[src/rtl/flit_receiver.sv]
// flit_receiver: receive-side endpoint of the processor/router link.
// Buffers incoming {last, payload} flits in a small FIFO for the local core,
// checks the payload counting sequence (1..255, wrapping to 1), and reports
// packet completion, sequence errors and inter-flit timeouts.
module flit_receiver #(
    parameter int DEPTH   = 8,
    parameter int TIMEOUT = 16
) (
    input  logic                     clock,
    input  logic                     reset,
    input  logic                     i_flit_valid,
    input  logic [8:0]               i_flit_data,
    output logic                     o_flit_ready,
    input  logic                     i_rd_en,
    output logic [8:0]               o_rd_data,
    output logic                     o_rd_empty,
    output logic [$clog2(DEPTH):0]   o_fifo_level,
    output logic                     o_pkt_done,
    output logic [7:0]               o_pkt_len,
    output logic                     o_seq_err,
    output logic                     o_pkt_abort
);

    localparam int AW = $clog2(DEPTH);
    localparam int LW = AW + 1;
    localparam int IW = $clog2(TIMEOUT + 1);

    localparam logic [LW-1:0] FULL_LEVEL = LW'(DEPTH);
    localparam logic [IW-1:0] IDLE_LAST  = IW'(TIMEOUT - 1);

    typedef enum logic [0:0] {
        ST_IDLE = 1'b0,
        ST_RECV = 1'b1
    } state_t;

    // Next value of the expected payload: the transmitter counts 1..255 and
    // wraps back to 1, never emitting 0.
    function automatic logic [7:0] seq_next(input logic [7:0] p);
        return (p == 8'hFF) ? 8'h01 : p + 8'h01;
    endfunction

    // Packet length counter, saturating at 255.
    function automatic logic [7:0] len_inc(input logic [7:0] n);
        return (n == 8'hFF) ? 8'hFF : n + 8'h01;
    endfunction

    // ------------------------------------------------------------------
    // FIFO
    // ------------------------------------------------------------------
    logic [8:0]    r_mem [DEPTH];
    logic [AW-1:0] r_wr_ptr;
    logic [AW-1:0] r_rd_ptr;
    logic [LW-1:0] r_level;

    logic w_full;
    logic w_empty;
    logic w_wr;
    logic w_rd;

    assign w_full  = (r_level == FULL_LEVEL);
    assign w_empty = (r_level == LW'(0));
    // No write bypass: a pop in the same cycle does not open a slot.
    assign w_wr    = i_flit_valid & ~w_full;
    assign w_rd    = i_rd_en & ~w_empty;

    assign o_flit_ready = ~w_full;
    assign o_rd_data    = r_mem[r_rd_ptr];
    assign o_rd_empty   = w_empty;
    assign o_fifo_level = r_level;

    // Storage array; contents need no reset since the level gates visibility.
    always_ff @(posedge clock) begin
        if (w_wr) begin
            r_mem[r_wr_ptr] <= i_flit_data;
        end
    end

    // FIFO pointers and occupancy.
    always_ff @(posedge clock or posedge reset) begin
        if (reset) begin
            r_wr_ptr <= AW'(0);
            r_rd_ptr <= AW'(0);
            r_level  <= LW'(0);
        end else begin
            if (w_wr) begin
                r_wr_ptr <= r_wr_ptr + AW'(1);
            end
            if (w_rd) begin
                r_rd_ptr <= r_rd_ptr + AW'(1);
            end
            case ({w_wr, w_rd})
                2'b10:   r_level <= r_level + LW'(1);
                2'b01:   r_level <= r_level - LW'(1);
                default: r_level <= r_level;
            endcase
        end
    end

    // ------------------------------------------------------------------
    // Packet tracking FSM
    // ------------------------------------------------------------------
    state_t        r_state;
    logic [7:0]    r_expected;
    logic [7:0]    r_len_cnt;
    logic [IW-1:0] r_idle_cnt;
    logic [7:0]    r_pkt_len;
    logic          r_seq_err;
    logic          r_pkt_done;
    logic          r_pkt_abort;

    state_t        w_state_nx;
    logic [7:0]    w_expected_nx;
    logic [7:0]    w_len_cnt_nx;
    logic [IW-1:0] w_idle_cnt_nx;
    logic [7:0]    w_pkt_len_nx;
    logic          w_seq_err_nx;
    logic          w_pkt_done_nx;
    logic          w_pkt_abort_nx;

    logic       w_last;
    logic [7:0] w_payload;
    logic [7:0] w_cmp_value;
    logic       w_mismatch;

    assign w_last      = i_flit_data[8];
    assign w_payload   = i_flit_data[7:0];
    // A packet always starts at 1; inside a packet compare with the tracked value.
    assign w_cmp_value = (r_state == ST_IDLE) ? 8'h01 : r_expected;
    assign w_mismatch  = (w_payload != w_cmp_value);

    // Next-state and next-output decode for the packet tracker.
    always_comb begin
        w_state_nx     = r_state;
        w_expected_nx  = r_expected;
        w_len_cnt_nx   = r_len_cnt;
        w_idle_cnt_nx  = r_idle_cnt;
        w_pkt_len_nx   = r_pkt_len;
        w_seq_err_nx   = r_seq_err;
        w_pkt_done_nx  = 1'b0;
        w_pkt_abort_nx = 1'b0;

        case (r_state)
            ST_IDLE: begin
                if (w_wr) begin
                    // New packet: the error flag restarts with this flit.
                    w_seq_err_nx  = w_mismatch;
                    w_idle_cnt_nx = IW'(0);
                    if (w_last) begin
                        w_pkt_done_nx = 1'b1;
                        w_pkt_len_nx  = 8'd1;
                        w_expected_nx = 8'h01;
                        w_len_cnt_nx  = 8'd0;
                        w_state_nx    = ST_IDLE;
                    end else begin
                        w_len_cnt_nx  = 8'd1;
                        w_expected_nx = seq_next(w_payload);
                        w_state_nx    = ST_RECV;
                    end
                end else begin
                    w_state_nx = ST_IDLE;
                end
            end

            ST_RECV: begin
                if (w_wr) begin
                    w_seq_err_nx  = r_seq_err | w_mismatch;
                    w_idle_cnt_nx = IW'(0);
                    if (w_last) begin
                        w_pkt_done_nx = 1'b1;
                        w_pkt_len_nx  = len_inc(r_len_cnt);
                        w_len_cnt_nx  = 8'd0;
                        w_expected_nx = 8'h01;
                        w_state_nx    = ST_IDLE;
                    end else begin
                        w_len_cnt_nx  = len_inc(r_len_cnt);
                        w_expected_nx = seq_next(w_payload);
                    end
                end else if (r_idle_cnt == IDLE_LAST) begin
                    // Link went quiet mid-packet: abandon it, keep buffered flits.
                    w_pkt_abort_nx = 1'b1;
                    w_idle_cnt_nx  = IW'(0);
                    w_len_cnt_nx   = 8'd0;
                    w_expected_nx  = 8'h01;
                    w_state_nx     = ST_IDLE;
                end else begin
                    w_idle_cnt_nx = r_idle_cnt + IW'(1);
                end
            end

            default: begin
                w_state_nx    = ST_IDLE;
                w_expected_nx = 8'h01;
                w_len_cnt_nx  = 8'd0;
                w_idle_cnt_nx = IW'(0);
            end
        endcase
    end

    // Packet tracker state and registered status outputs.
    always_ff @(posedge clock or posedge reset) begin
        if (reset) begin
            r_state     <= ST_IDLE;
            r_expected  <= 8'h01;
            r_len_cnt   <= 8'd0;
            r_idle_cnt  <= IW'(0);
            r_pkt_len   <= 8'd0;
            r_seq_err   <= 1'b0;
            r_pkt_done  <= 1'b0;
            r_pkt_abort <= 1'b0;
        end else begin
            r_state     <= w_state_nx;
            r_expected  <= w_expected_nx;
            r_len_cnt   <= w_len_cnt_nx;
            r_idle_cnt  <= w_idle_cnt_nx;
            r_pkt_len   <= w_pkt_len_nx;
            r_seq_err   <= w_seq_err_nx;
            r_pkt_done  <= w_pkt_done_nx;
            r_pkt_abort <= w_pkt_abort_nx;
        end
    end

    assign o_pkt_done  = r_pkt_done;
    assign o_pkt_abort = r_pkt_abort;
    assign o_pkt_len   = r_pkt_len;
    assign o_seq_err   = r_seq_err;

endmodule

[config.mk]
export PLATFORM = sky130hd
export DESIGN_NAME = flit_receiver
export DESIGN_NICKNAME = d
export VERILOG_FILES = /design/src/rtl/flit_receiver.sv
export SDC_FILE = /design/constraint.sdc
export NUM_CORES = 1
export LEC_CHECK = 0
export ABC_AREA = 1
export ABC_CLOCK_PERIOD_IN_PS = 2000
export CORE_MARGIN = 2
export CORE_UTILIZATION = 50
export CTS_CLUSTER_SIZE = 14
export DETAILED_ROUTE_END_ITERATION = 8
export PLACE_DENSITY = 0.72
export SLEW_MARGIN = 20
export SYNTH_ARGS = -nofsm -noshare
export SYNTH_HDL_FRONTEND = slang
export SYNTH_SLANG_ARGS = --single-unit
[constraint.sdc]
create_clock -name clock -period 2 [get_ports clock]
set_input_delay 0.2 -clock clock [delete_from_list [all_inputs] [get_ports clock]]
set_output_delay 0.2 -clock clock [all_outputs]
set_load 0.01 [all_outputs]
==> reports/results.txt, run 1 <==
Core ar. -> 0.0103 mm²
Crit path time final -> 2.12 ns
Critical Setup Path Class -> reg -> out
Gate Count Post-Synth -> 544
CP bufs+invs -> 5
Final hold viol count -> 0
Port Buffer Count -> 38
Top cell type's share of synthesized area -> 41.1%
Row count -> 37
Outcome -> finished, violations left
Setup WS pre-CTS -> 0.0158 ns
Die area -> 0.0113 mm²
Worst path depth -> 9
Hold-fix buffers, CTS -> 0
H-tree Lvls -> 4
TritonCTS Buffers -> 17
Nets -> 653
Wire per inst -> 16.2 µm
Grt ovf -> 0
Largest net degree at the start of global routing -> 44
Met2 wire length -> 6380 µm
Post-synth cell types -> 38
Slowest stage delay, CP -> 0.42 ns
Most common cell after layout, fill and taps aside -> nand2_1
Origin of the critical flop-to-flop path -> o_fifo_level[1]
Top sig layer -> met4
Commonest non-fill, non-tap cells in the layout -> nand2_1, nor2_1, edfxtp_1, dfrtp_1, nand3_1
CP endpoint kind -> output port
Fin. max-slew vios -> 0
Crit Path Max Fanout -> 8
Max-cap violations -> 0
DP Area -> 0.00598 mm²
M1 WL -> 5350 µm
Filler Cell Count -> 796
Die outline width -> 107 µm
Slew HR -> 75.2%
Syn_area_per_cell -> 9.66 µm²
Type of the worst min-delay path -> in -> async
Gpl congestion -> 0.820
GRT Total Usage -> 24.0%
Worst setup SP type -> register
Antenna cells -> 0
Failing checks -> setup timing
Final setup viols -> 5
Synth area leader -> edfxtp_1
Clock root buffer -> clkbuf_8
Arrival @ worst endpoint -> 1.92 ns
Setup ws final -> -0.122 ns
Yosys warns -> 0
Slew @ Worst Pin -> 0.369 ns
Drt pass-1 iters -> 5
Register bit count reported by yosys -> 115
Power, Total -> 9.57 mW
Clk_lat worst skew -> 0.53 ns
Ranking of synthesized cells by area -> edfxtp_1, dfrtp_1, nand2_1, o21ai_0, nor2_1
Detailed Place HPWL -> 7760 µm
Fmax -> 0.471 GHz
CP startpoint -> r_rd_ptr[0]
DRC violations left -> 0
Final WL -> 12,700 µm
Initial Util -> 51.1%
Critical path's slowest cell -> dfrtp_2
RSZ-0062 raised after global routing -> true
Layout cells sized above 1 -> 18.9%
Worst R2R Path Depth -> 12
Pleak -> 2.91 nW
Vias in the first global route -> 4,133
1st-iter DRT viols -> 302
Finished layout cell area -> 0.00681 mm²
TritonCTS clock tree -> yes
Clk slew on worst S/H paths -> 0.06 ns
Mapped Area -> 0.00526 mm²
Clock sink total -> 115
PwrDens -> 1400 mW/mm²
Max IR drop VDD -> 0.756 mV
Initial antenna violation count -> 0
Synth Net Count -> 566
Vias -> 4,136
Number of cells after detailed placement -> 733
Flop2flop setup slack -> 0.12 ns
R2R Path End -> o_fifo_level[3]
Register area share after synthesis -> 61.6%
I/O Pins -> 39
Final Skew -> 0.00838 ns
Crit share post-route -> 106%
Detail Route met3 WL -> 655 µm
WP data required -> 1.80 ns
Chip height -> 107 µm
Layout area overhead -> 29.7%
Number of vias per cell -> 5.30
Critical Path, Cell by Cell -> buf_6, inv_8, buf_12, buf_8, o21ai_1, o21ai_1, nand2_1, nand2_1, buf_2
First-pass GRT wire length -> 20,300 µm
Fin cells -> 780
Deepest clock path buffer count -> 2
Crit path max-delay family -> buffers and inverters
Detail Route Antenna Nets -> 0
area by class of cell:
| type | count | area (µm²) | share of cell area [%] |
|---|---|---|---|
| Tap cell | 136 | 170 | 2.50 |
| Inverter | 37 | 148 | 2.17 |
| Sequential cell | 115 | 3240 | 47.6 |
| Timing Repair Buffer | 87 | 866 | 12.7 |
| Clock inverter | 13 | 111 | 1.63 |
| Multi-Input combinational cell | 373 | 1860 | 27.2 |
| Clock buffer | 19 | 422 | 6.19 |
where the power goes:
| group | total (mW) | switching, mW | internal, mW | leakage [nW] |
|---|---|---|---|---|
| Clock | 2.71 | 1.07 | 1.64 | 0.256 |
| Combinational | 3.70 | 2.05 | 1.65 | 1.44 |
| Sequential | 3.15 | 0.206 | 2.95 | 1.21 |
flip-flops by register name, summed over array words and instances, names as in the netlist, 3 cells and up:
name	count
r_idle_cnt	5
r_len_cnt	8
r_expected	8
o_pkt_len	8
o_fifo_level	4
r_mem	72
r_rd_ptr	3
r_wr_ptr	3
timing repair:
action,in CTS,in global routing
setup endpoints to repair,10,10
setup buffers,9,2
gates cloned,4,1
pin swaps,12,18
gates resized for setup,83,30
worst max-delay path by stage:
stage,slack [ns],end
after floorplan,0.003,o_fifo_level[3]
after global placement,0.08,o_fifo_level[3]
after detailed placement,0.02,o_fifo_level[3]
after CTS,-0.08,o_rd_data[3]
after global routing,-0.20,o_rd_data[4]
final,-0.12,o_rd_data[4]
worst reg2reg max path, cell delays in order, from the launching register on:
cell,delay (ns)
dfrtp_1,0.38
nor2_2,0.15
nand3_2,0.10
nand2_2,0.08
inv_2,0.06
ha_4,0.18
ha_4,0.28
nand2_1,0.05
nor2_1,0.08
nor2_1,0.06
and2_1,0.14
o21bai_1,0.14
nand2_1,0.07
logic make-up after synthesis:
| family | synth area share [%] |
|---|---|
| flip-flops | 61.6 |
| buffers and inverters | 4.69 |
| XOR/XNOR | 1.83 |
| AND/OR/NAND/NOR | 21.8 |
| AO/OA/AOI/OAI | 7.74 |
| adder cells (fa/ha/maj) | 2.29 |
layer usage:
layer	track usage, %	up-vias
met5	0	-
met2	39.8	127
met3	6.56	22
met4	9.93	0
li1	-	1995
met1	29.8	1992
cell usage after synthesis:
library cell	number
nor2_1	80
and2_1	1
o21ai_1	9
xnor2_1	2
dfrtp_1	42
clkbuf_2	1
clkinv_2	1
nand3_2	1
a21oi_1	3
nand2_4	1
o21ai_2	3
nor2_2	2
nor3_1	3
o21ai_0	61
inv_2	1
nand2_1	140
ha_1	8
fa_1	1
buf_1	1
nand4_1	3
buf_2	9
nor2_4	2
a211oi_1	1
nand3_1	37
nand3b_1	1
buf_4	2
dfstp_2	1
nand4_2	1
o21bai_1	1
buf_6	2
nand2_2	1
xor2_1	9
and3_1	1
clkinv_1	1
clkbuf_1	4
edfxtp_1	72
inv_1	34
or2_2	1
per-stage QoR:
stage	hold WS [ns]	utilization [%]	TNS, ns
global placement	0.468	58.2	0
detailed placement	0.473	58.2	0
CTS	0.0125	65.3	-0.304
finish	0.00993	66.3	-0.436
floorplan	0.299	-	0
global route	0.0261	66.3	-1.03
(Power assumes the default switching activity.)
==> inputs of run 2 (changes only) <==
- SKIP_CTS_REPAIR_TIMING: default -> 1
==> reports/results.txt, run 2 (synthesized netlist as in run 1, its figures left out) <==
Arrival @ worst endpoint -> 1.96 ns
Setup ws final -> -0.157 ns
GRT Total Usage -> 23.1%
Die outline width -> 107 µm
Fin. max-slew vios -> 0
Clk_lat worst skew -> 0.53 ns
Drt pass-1 iters -> 5
Crit path time final -> 2.16 ns
Slew @ Worst Pin -> 0.399 ns
Clock sink total -> 115
Core ar. -> 0.0103 mm²
Layout cells sized above 1 -> 16.9%
Area of the multi-input gates -> 0.00182 mm²
Power, Total -> 9.16 mW
R2R Path End -> o_fifo_level[3]
Row count -> 37
Crit share post-route -> 108%
Pleak -> 2.89 nW
Crit path max-delay family -> flip-flops
1st-iter DRT viols -> 310
Slew HR -> 73.2%
Setup WS pre-CTS -> 0.0158 ns
Slowest stage delay, CP -> 0.46 ns
Vias -> 4,078
Crit Path Max Fanout -> 12
Final hold viol count -> 0
WP data required -> 1.80 ns
Final WL -> 12,300 µm
Gpl congestion -> 0.820
Vias in the first global route -> 4,022
Fmax -> 0.464 GHz
DRC violations left -> 0
Outcome -> finished, violations left
Initial antenna violation count -> 0
Flop2flop setup slack -> 0.12 ns
Failing checks -> setup timing
Critical Path, Cell by Cell -> buf_4, buf_12, nor2_2, nor2_1, o21ai_1, o21ai_1, nand2_1, nand2_1, buf_2
Max reg flops -> 72
Critical path's slowest cell -> dfrtp_2
Critical Setup Path Class -> reg -> out
Max IR drop VDD -> 0.720 mV
Nets -> 649
Worst R2R Path Depth -> 12
TritonCTS clock tree -> yes
CP startpoint -> r_rd_ptr[0]
Final Skew -> 0.00699 ns
Max-cap violations -> 0
Port Buffer Count -> 38
Largest net degree at the start of global routing -> 44
CP endpoint kind -> output port
CP bufs+invs -> 3
Clk slew on worst S/H paths -> 0.06 ns
Met2 GRT Util -> 37.7%
First-pass GRT wire length -> 19,600 µm
Clock root buffer -> clkbuf_8
Initial Util -> 51.1%
RSZ-0062 raised after global routing -> true
PwrDens -> 1370 mW/mm²
Largest register by flop count -> r_mem
Wire per inst -> 15.8 µm
GR peak layer -> met2
Grt met1 use -> 29.5%
Detailed Place HPWL -> 7760 µm
Origin of the critical flop-to-flop path -> o_fifo_level[1]
Reg area -> 0.00324 mm²
Grt met3 use -> 6.25%
Layout area overhead -> 27.3%
Antenna cells -> 0
Grt ovf -> 0
Filler Cell Count -> 811
Deepest clock path buffer count -> 2
Final setup viols -> 6
H-tree Lvls -> 4
Die area -> 0.0113 mm²
Most common cell after layout, fill and taps aside -> nand2_1
Number of vias per cell -> 5.26
Chip height -> 107 µm
TritonCTS Buffers -> 17
Type of the worst min-delay path -> in -> async
Worst setup SP type -> register
I/O Pins -> 39
Commonest non-fill, non-tap cells in the layout -> nand2_1, nor2_1, edfxtp_1, o21ai_0, dfrtp_1
Detail Route Antenna Nets -> 0
-- run 2: layout make-up --
class | instances | area share [%]
multi-input cells | 373 | 27.2
flip-flops and latches | 115 | 48.4
repair buffers | 83 | 11.7
inverters | 37 | 2.13
clock inverters | 13 | 1.66
well taps | 136 | 2.54
clock buffers | 19 | 6.30
-- run 2: worst max path at each step --
stage	end	slack (ns)	cells past startpoint
global placement	o_fifo_level[3]	0.08	10
floorplan	o_fifo_level[3]	0.003	12
detailed placement	o_fifo_level[3]	0.02	12
finish	o_rd_data[2]	-0.16	9
CTS	o_rd_data[0]	-0.46	7
global route	o_rd_data[2]	-0.21	9
-- run 2: routing by layer --
layer  routed length [µm]  part of all wire (%)  up-vias
met2                 6020                    49      111
met4                  295                   2.4        0
met3                  639                   5.2       27
li1                     -                     -     1987
met1                 5320                    43     1953
met5                    0                     0        -
-- run 2: tightest hold or removal path: cells and delay by family --
family / cells / cell delay [ns]
buffers and inverters: 3 / 0.71
-- run 2: where the power goes --
group	internal [mW]	leakage, nW	switching [mW]
Combinational	1.41	1.42	1.90
Sequential	2.95	1.21	0.204
Clock	1.64	0.256	1.06
Total	6.00	2.89	3.16
-- run 2: metrics by stage --
stage | setup TNS, ns | hold slack, ns | cells | cell area (µm²) | util, %
after floorplan | 0 | 0.299 | 544 | 5260 | -
after global placement | 0 | 0.468 | 733 | 5980 | 58.2
after detailed placement | 0 | 0.473 | 733 | 5980 | 58.2
after CTS | -3.80 | 0.0125 | 765 | 6520 | 63.4
after global routing | -1.28 | 0.0260 | 776 | 6690 | 65.1
final | -0.403 | 0.0146 | 776 | 6690 | 65.1
==> inputs of run 3 (changes only) <==
- CTS_BUF_LIST: default -> sky130_fd_sc_hd__clkbuf_8
==> reports/results.txt, run 3 (synthesized netlist as in run 1, its figures left out) <==
Number of vias per cell -> 5.21
Final Skew -> 0.00875 ns
I/O Pins -> 39
Clk_lat worst skew -> 0.44 ns
Power, Total -> 8.50 mW
Number of cells after detailed placement -> 733
Setup ws final -> -0.0292 ns
Commonest non-fill, non-tap cells in the layout -> nand2_1, nor2_1, edfxtp_1, dfrtp_1, o21ai_0
Max reg flops -> 72
Detail Route Antenna Nets -> 0
Critical Setup Path Class -> reg -> out
Layout area overhead -> 24.8%
Gpl congestion -> 0.820
Crit share post-route -> 101%
Detailed Place HPWL -> 7760 µm
Post-Route Setup TNS -> -0.0556 ns
Reg power frac -> 37.1%
Crit Path Max Fanout -> 6
Clock network power share -> 22.5%
Sw frac -> 36.5%
Slew @ Worst Pin -> 0.418 ns
Psw -> 3.10 mW
Wire per inst -> 15.8 µm
Final WL -> 12,300 µm
Port Buffer Count -> 38
Final setup viols -> 2
PwrDens -> 1300 mW/mm²
Core ar. -> 0.0103 mm²
Slew HR -> 72.0%
Clk slew on worst S/H paths -> 0.07 ns
Worst setup SP type -> register
Die area -> 0.0113 mm²
Outcome -> finished, violations left
Largest register by flop count -> r_mem
Max-cap violations -> 0
Area of the multi-input gates -> 0.00185 mm²
Fmax -> 0.493 GHz
Fin. max-slew vios -> 0
Antenna cells -> 0
Arrival @ worst endpoint -> 1.83 ns
GRT Total Usage -> 22.6%
1st-iter DRT viols -> 311
Final hold viol count -> 0
Failing checks -> setup timing
Deepest clock path buffer count -> 2
Fin cells -> 778
CP endpoint kind -> output port
Drt pass-1 iters -> 5
Chip height -> 107 µm
Clock root buffer -> clkbuf_8
DRC violations left -> 0
Largest net degree at the start of global routing -> 44
Clock sink total -> 115
Layout cells sized above 1 -> 18.1%
First-pass GRT wire length -> 19,200 µm
Comb power frac -> 40.3%
Max IR drop VDD -> 0.726 mV
Pleak -> 2.80 nW
Nets -> 651
TritonCTS Buffers -> 17
Grt ovf -> 0
Vias in the first global route -> 3,971
H-tree Lvls -> 4
Int Pwr -> 5.39 mW
WP data required -> 1.80 ns
Most common cell after layout, fill and taps aside -> nand2_1
RSZ-0062 raised after global routing -> true
Die outline width -> 107 µm
Filler Cell Count -> 829
Initial antenna violation count -> 0
Crit path time final -> 2.03 ns
Initial Util -> 51.1%
Row count -> 37
Vias -> 4,051
Type of the worst min-delay path -> in -> async
TritonCTS clock tree -> yes
Reg area -> 0.00324 mm²
run 3: power by group through the flow:
| stage | logic [mW] | registers [mW] | clock network [mW] |
|---|---|---|---|
| CTS | 2.99 | 3.12 | 1.95 |
| finish | 3.43 | 3.16 | 1.91 |
| floorplan | 1.72 | 3.17 | 0 |
| detailed placement | 2.97 | 3.17 | 0 |
| global route | 3.77 | 3.19 | 2.05 |
| global placement | 2.91 | 3.15 | 0 |
run 3: cell type report:
class | count | share of cell area [%]
Sequential cell | 115 | 49.4
Timing Repair Buffer | 85 | 12.2
Multi-Input combinational cell | 373 | 28.3
Clock inverter | 15 | 1.81
Tap cell | 136 | 2.59
Clock buffer | 17 | 3.57
Inverter | 37 | 2.17
run 3: critical path, cell delays in order (launching register included):
cell and delay (ns):
dfrtp_2 0.46, buf_8 0.14, buf_6 0.12, buf_6 0.12
nor2_4 0.06, nor2_1 0.05, o21ai_1 0.07, o21ai_1 0.07
nand2_1 0.10, nand2_2 0.08, buf_6 0.12
run 3: metal layers:
layer / share of wire [%] / GRT usage, % / vias to the layer above / wire, µm
met2: 50 / 37.6 / 104 / 6130
met1: 43 / 28.6 / 1949 / 5340
met5: 0 / 0 / - / 0
li1: - / - / 1978 / -
met3: 4.4 / 6.19 / 20 / 538
met4: 2.3 / 7.70 / 0 / 287
run 3: path summary, 6_finish.rpt:
path	startpoint	endpoint	slack, ns	cells after the start
max	r_rd_ptr[0]	o_rd_data[8]	-0.03	10
min	reset	o_fifo_level[0]	0.10	3
max reg2reg	o_fifo_level[3]	o_fifo_level[3]	0.07	12
min reg2reg	o_pkt_len[0]	o_pkt_len[0]	0.49	2
max in group asynchronous	reset	r_expected[0]	1.61	3
min in group clock	i_flit_valid	r_wr_ptr[0]	0.45	4
run 3: metrics by stage:
step                      worst slack (ns)  hold slack [ns]  cell area [µm²]  utilization (%)
after global placement              0.0837            0.468             5980             58.2
after global routing                -0.123            0.105             6560             63.8
final                              -0.0292            0.104             6560             63.8
after detailed placement            0.0158            0.473             5980             58.2
after CTS                           -0.370            0.103             6330             61.6
after floorplan                    0.00265            0.299             5260                -
